## src/rtl/uart_rx_fifo.sv

```systemverilog
`default_nettype none
// ==== uart_rx_fifo : configurable-frame UART receiver, 3-sample vote, word FIFO ==== Rev 1.0 ====
module uart_rx_fifo #(
    parameter int CLKS_PER_BIT = 434,
    parameter int DATA_BITS    = 8,
    parameter int PARITY       = 0,
    parameter int STOP_BITS    = 1,
    parameter int FIFO_DEPTH   = 4
) (
    input  logic                 clock,
    input  logic                 reset_n,
    input  logic                 i_rx,
    output logic [DATA_BITS-1:0] o_data,
    output logic                 o_parity_err,
    output logic                 o_frame_err,
    output logic                 o_valid,
    input  logic                 i_ready,
    output logic                 o_overrun,
    output logic                 o_break,
    output logic                 o_busy
);

    localparam int          MID      = (CLKS_PER_BIT - 1) / 2;
    localparam logic [15:0] CNT_S0   = 16'(MID - 1);
    localparam logic [15:0] CNT_S1   = 16'(MID);
    localparam logic [15:0] CNT_VOTE = 16'(MID + 1);
    localparam logic [15:0] CNT_LAST = 16'(CLKS_PER_BIT - 1);
    localparam logic [3:0]  LAST_IDX = 4'(DATA_BITS - 1);
    localparam int          AW       = $clog2(FIFO_DEPTH);
    localparam int          WW       = DATA_BITS + 2;

    typedef enum logic [2:0] {
        S_IDLE   = 3'd0,
        S_START  = 3'd1,
        S_DATA   = 3'd2,
        S_PARITY = 3'd3,
        S_STOP   = 3'd4,
        S_BREAK  = 3'd5
    } state_t;

    state_t               state, state_n;
    logic                 rx_meta, rx;
    logic [15:0]          cnt, cnt_n;
    logic [3:0]           idx, idx_n;
    logic [DATA_BITS-1:0] shreg, shreg_n;
    logic                 smp0, smp0_n, smp1, smp1_n;
    logic                 pbit, pbit_n, perr, perr_n, ferr, ferr_n;
    logic                 do_push, brk_n, ovr_n;
    logic [WW-1:0]        push_word;
    logic                 vote;

    logic [WW-1:0]        mem [FIFO_DEPTH];
    logic [AW-1:0]        wptr, rptr;
    logic [AW:0]          count;
    logic                 full, pop;
    logic [WW-1:0]        head;

    always_ff @(posedge clock or negedge reset_n) begin
        if (!reset_n) begin
            rx_meta <= 1'b1;
            rx      <= 1'b1;
        end else begin
            rx_meta <= i_rx;
            rx      <= rx_meta;
        end
    end

    assign vote = (smp0 & smp1) | (smp0 & rx) | (smp1 & rx);
    assign full = (count == (AW+1)'(FIFO_DEPTH));
    assign pop  = o_valid & i_ready;

    always_ff @(posedge clock or negedge reset_n) begin
        if (!reset_n) begin
            state     <= S_IDLE;
            cnt       <= '0;
            idx       <= '0;
            shreg     <= '0;
            smp0      <= 1'b1;
            smp1      <= 1'b1;
            pbit      <= 1'b0;
            perr      <= 1'b0;
            ferr      <= 1'b0;
            o_break   <= 1'b0;
            o_overrun <= 1'b0;
        end else begin
            state     <= state_n;
            cnt       <= cnt_n;
            idx       <= idx_n;
            shreg     <= shreg_n;
            smp0      <= smp0_n;
            smp1      <= smp1_n;
            pbit      <= pbit_n;
            perr      <= perr_n;
            ferr      <= ferr_n;
            o_break   <= brk_n;
            o_overrun <= ovr_n;
        end
    end

    always_comb begin
        state_n   = state;
        cnt_n     = cnt + 16'd1;
        idx_n     = idx;
        shreg_n   = shreg;
        smp0_n    = (cnt == CNT_S0) ? rx : smp0;
        smp1_n    = (cnt == CNT_S1) ? rx : smp1;
        pbit_n    = pbit;
        perr_n    = perr;
        ferr_n    = ferr;
        do_push   = 1'b0;
        brk_n     = 1'b0;
        ovr_n     = 1'b0;
        push_word = {shreg, perr, ferr | ~vote};
        case (state)
            S_IDLE: begin
                cnt_n  = '0;
                idx_n  = '0;
                pbit_n = 1'b0;
                perr_n = 1'b0;
                ferr_n = 1'b0;
                if (!rx) state_n = S_START;
            end
            S_START: begin
                if (cnt == CNT_VOTE && vote) begin
                    cnt_n   = '0;
                    state_n = S_IDLE;
                end else if (cnt == CNT_LAST) begin
                    cnt_n   = '0;
                    state_n = S_DATA;
                end
            end
            S_DATA: begin
                if (cnt == CNT_VOTE) begin
                    for (int i = 0; i < DATA_BITS; i++) begin
                        if (idx == 4'(i)) shreg_n[i] = vote;
                    end
                end
                if (cnt == CNT_LAST) begin
                    cnt_n = '0;
                    if (idx == LAST_IDX) begin
                        idx_n   = '0;
                        state_n = (PARITY != 0) ? S_PARITY : S_STOP;
                    end else begin
                        idx_n = idx + 4'd1;
                    end
                end
            end
            S_PARITY: begin
                if (cnt == CNT_VOTE) begin
                    pbit_n = vote;
                    perr_n = (PARITY == 1) ? (^shreg ^ vote) : ~(^shreg ^ vote);
                end
                if (cnt == CNT_LAST) begin
                    cnt_n   = '0;
                    state_n = S_STOP;
                end
            end
            S_STOP: begin
                // The final stop bit closes at its vote point so the next start edge is not missed.
                if (cnt == CNT_VOTE && (STOP_BITS == 1 || idx == 4'd1)) begin
                    cnt_n   = '0;
                    state_n = S_IDLE;
                    if (shreg == '0 && !pbit && !vote) begin
                        brk_n   = 1'b1;
                        state_n = S_BREAK;
                    end else if (full && !pop) begin
                        ovr_n = 1'b1;
                    end else begin
                        do_push = 1'b1;
                    end
                end else begin
                    if (cnt == CNT_VOTE && !vote) ferr_n = 1'b1;
                    if (cnt == CNT_LAST) begin
                        cnt_n = '0;
                        idx_n = 4'd1;
                    end
                end
            end
            S_BREAK: begin
                cnt_n = '0;
                if (rx) state_n = S_IDLE;
            end
            default: begin
                cnt_n   = '0;
                state_n = S_IDLE;
            end
        endcase
    end

    always_ff @(posedge clock) begin
        if (do_push) mem[wptr] <= push_word;
    end

    always_ff @(posedge clock or negedge reset_n) begin
        if (!reset_n) begin
            wptr  <= '0;
            rptr  <= '0;
            count <= '0;
        end else begin
            if (do_push) wptr <= wptr + AW'(1);
            if (pop)     rptr <= rptr + AW'(1);
            case ({do_push, pop})
                2'b10:   count <= count + (AW+1)'(1);
                2'b01:   count <= count - (AW+1)'(1);
                default: count <= count;
            endcase
        end
    end

    assign head         = mem[rptr];
    assign o_valid      = (count != '0);
    assign o_data       = o_valid ? head[WW-1:2] : '0;
    assign o_parity_err = o_valid & head[1];
    assign o_frame_err  = o_valid & head[0];
    assign o_busy       = (state != S_IDLE);

endmodule
`default_nettype wire

```

## config.mk

```make
export PLATFORM = sky130hd
export DESIGN_NAME = uart_rx_fifo
export DESIGN_NICKNAME = d
export VERILOG_FILES = /design/src/rtl/uart_rx_fifo.sv
export SDC_FILE = /design/constraint.sdc
export NUM_CORES = 1
export LEC_CHECK = 0
export BUFFER_PORTS_ARGS = -buffer_cell sky130_fd_sc_hd__clkbuf_2
export CORE_UTILIZATION = 40
export CTS_CLUSTER_DIAMETER = 200
export DETAILED_ROUTE_END_ITERATION = 10
export HOLD_SLACK_MARGIN = 0.02
export PLACE_DENSITY = 0.58
export SLEW_MARGIN = 5
export SYNTH_ARGS = -nofsm -noshare
export SYNTH_HDL_FRONTEND = slang
export SYNTH_SLANG_ARGS = --single-unit
```

## constraint.sdc

```tcl
create_clock -name clock -period 4.05 [get_ports clock]
set_input_delay 0.2025 -clock clock [delete_from_list [all_inputs] [get_ports clock]]
set_output_delay 0.2025 -clock clock [all_outputs]
set_load 0.05 [all_outputs]
```

==> flow_summary.json <==
{
  "status": "finished, final reports clean",
  "nets": 382,
  "final_hold_viol_count": 0,
  "portBuffers": 17,
  "ys_top_cells_by_area": "edfxtp_1 (29%), dfrtp_1 (26%), mux4_2 (5.4%)",
  "grt_pass1_wl_mm": 12.6,
  "cp_cell_sequence": "or4_4 -> nor4_4 -> buf_4 -> nand3_2 -> nor2_4 -> inv_1 -> ha_1 -> inv_1 -> fa_1 -> xor2_1 -> nor2_1 -> xor2_1",
  "r2r-end": "count[2]$_DFFE_PN0P_",
  "cp-end-kind": "register",
  "vdd_drop_max_mv": 0.209,
  "first_iter_violations": 96,
  "crit_fanout": 13,
  "synth.most_common_cell": "dfrtp_1",
  "ff2ff_path_depth": 12,
  "start_util_pct": 41.0,
  "holdPathEnd": "o_overrun$_DFF_PN0_",
  "period_minus_slack_ns": 2.76,
  "synth_top_cells_by_count": "dfrtp_1 (43), edfxtp_1 (40), nor2_1 (28)",
  "gp_congestion": 0.786,
  "timing.rr.start": "cnt[13]$_DFF_PN0_",
  "hp-class": "input port to register",
  "die_w_microns": 105,
  "grt_use_total_pct": 14.9,
  "synth_edf_count": 40,
  "cts_buffer_depth": 2,
  "synth_nets": 360,
  "cts.reportedPaths.clkPinSlew_ns": 0.09,
  "grt_max_degree": 48,
  "synth_ff_type": "dfrtp_1",
  "drive_gt1_share_pct": 19.4,
  "synth-seq-cells": 87,
  "cts_root_buf": "clkbuf_8",
  "ys_seq_area_share_pct": 56.6,
  "async_flop_share_pct": 54.0,
  "antenna_cells": 0,
  "antenna_left": 0,
  "avgSynthCellArea_sq_um": 12.4,
  "antenna_found_initial": 0,
  "r2r_setup_slack_ns": 1.29,
  "dpl.hpwl_mm": 5.18,
  "cts_num_sinks": 87,
  "yosysTopAreaCell": "edfxtp_1",
  "synth_area_sq_um": 4210,
  "worst-setup-path-type": "register to register",
  "cts_resized": 0,
  "cp_slowest_stage_delay_ns": 0.59,
  "max-cap-violations": 0,
  "htree_levels": 3,
  "skew_ns": 0.0146,
  "rows": 37,
  "worst_slew_pin_slew_ns": 0.687,
  "drt_pass1_iterations": 4,
  "worst_path_max_delay_cell": "or4_4",
  "cp_data_required_time_ns": 4.30,
  "grt_pass1_vias": 2642,
  "io_pins": 18,
  "hold_depth": 3,
  "cts_tree": "done",
  "relSlewSlack_pct": 53.6,
  "power.total_mw": 1.75,
  "area_growth_pct": 10.0,
  "crit_path_start_kind": "register",
  "fillers": 961,
  "die_h_microns": 105,
  "post_drt_wl_per_cell_microns": 14.7,
  "clock_latency_ns": 0.36,
  "p_leak_nw": 1.94,
  "min_from": "i_ready",
  "synthCells": 339,
  "cts_buffers": 9,
  "core_sq_um": 10300,
  "drc": 0,
  "synth.distinct_cells": 57,
  "setup_viol": 0,
  "fmax_ghz": 0.362,
  "setup_tns_ns": 0,
  "drt-total-wl_mm": 7.37,
  "viasPerCell": 5.00,
  "rsz0062_at_grt": "no",
  "dr_total_vias": 2508,
  "ys_warn_count": 0,
  "die_area_sq_um": 10900,
  "period_share_pct": 68.2,
  "yosys.area.top_type_share_pct": 28.5,
  "drv_slew": 0,
  "cp.arrival_ns": 3.01,
  "grt-ovfl-total": 0,
  "powerDensity_nw_per_um2": 379
}
==> critical path: cells and delay by family (launching register included) <==
| family | cells | cell delay, ns |
|---|---|---|
| xor gates and xnor gates | 2 | 0.28 |
| adders and majority gates | 2 | 0.39 |
| buffers and inverters | 3 | 0.37 |
| DFF | 1 | 0.42 |
| and+or+nand+nor | 5 | 1.20 |
==> metal layers <==
| layer | GRT usage (%) | vias up | part of all wire, % |
|---|---|---|---|
| li1 | - | 1239 | - |
| met1 | 17.9 | 1224 | 45 |
| met2 | 26.2 | 36 | 51 |
| met3 | 3.74 | 9 | 3.1 |
| met4 | 4.53 | 0 | 1.2 |
| met5 | 0 | - | 0 |
==> kinds of logic (layout without fill, tap and decap cells) <==
family                     Yosys count  after routing  synth area share (%)
AOI/OAI and AO/OA                   29             29                  4.67
xor gates and xnor gates            23             23                  4.79
adders and majority gates           19             19                  5.74
buffers and inverters               37             64                  3.57
DFF                                 87             87                  56.6
muxes                               22             22                  8.53
and+or+nand+nor                    122            122                  16.1
==> metrics by stage <==
step           std cells  util [%]  instance area, sq um  setup slack, ns  hold slack, ns
2_1_floorplan        339         -                  4210             1.41         -0.0931
6_report             502      45.1                  4630             1.29           0.215
4_1_cts              502      45.1                  4630             1.27           0.202
3_3_place_gp         484      43.1                  4430             1.32           0.292
3_5_place_dp         484      43.1                  4430             1.28           0.295
5_1_grt              502      45.1                  4630             1.09           0.214
==> sequential cells by signal (all words and copies together) (netlist names) <==
name       flops
perr           1
smp0           1
state          3
ferr           1
o_overrun      1
idx            4
smp1           1
pbit           1
rx_meta        1
mem           40
rptr           2
o_break        1
wptr           2
cnt           16
shreg          8
rx             1
count          3
==> layout make-up <==
| cell class | instances | area (sq um) | share of cell area, % |
|---|---|---|---|
| tap | 136 | 170 | 3.67 |
| clock buffer | 10 | 128 | 2.76 |
| timing repair buffer | 21 | 120 | 2.59 |
| clock inverter | 6 | 53.8 | 1.16 |
| inverter | 27 | 101 | 2.19 |
| multi-input combinational | 215 | 1680 | 36.2 |
| sequential | 87 | 2380 | 51.4 |
==> how the worst max path moves through the flow <==
stage | start | endpoint | cells after the start
after floorplan | cnt[13]$_DFF_PN0_ | count[1]$_DFFE_PN0P_ | 10
after global placement | cnt[13]$_DFF_PN0_ | count[2]$_DFFE_PN0P_ | 12
after detailed placement | cnt[13]$_DFF_PN0_ | count[2]$_DFFE_PN0P_ | 12
after CTS | rx$_DFF_PN1_ | count[2]$_DFFE_PN0P_ | 11
after global routing | cnt[2]$_DFF_PN0_ | count[2]$_DFFE_PN0P_ | 12
final | cnt[13]$_DFF_PN0_ | count[2]$_DFFE_PN0P_ | 12
==> report_power, final <==
part	switching (mW)	leakage (nW)	internal (mW)	total [mW]
clock	0.326	0.0890	0.233	0.559
combinational	0.0930	0.792	0.0870	0.180
sequential	0.0712	1.06	0.945	1.02
==> cells in the final DEF, fill, tap and decap left out, drive strengths merged, types with 8 or more instances in the layout <==
cell type  instances
and2              17
clkbuf            27
dfrtp             43
edfxtp            40
ha                16
inv               29
mux2              11
mux4              10
nand2             27
nand4             10
nor2              30
nor3               8
o21ai              8
xnor2             10
xor2              13
==> timing repair <==
item | CTS | global route
buffers inserted | 0 | 0
hold buffers | 2 | 0
endpoints found under the hold margin | 44 | 0
Power figures use the tool's default switching activity.
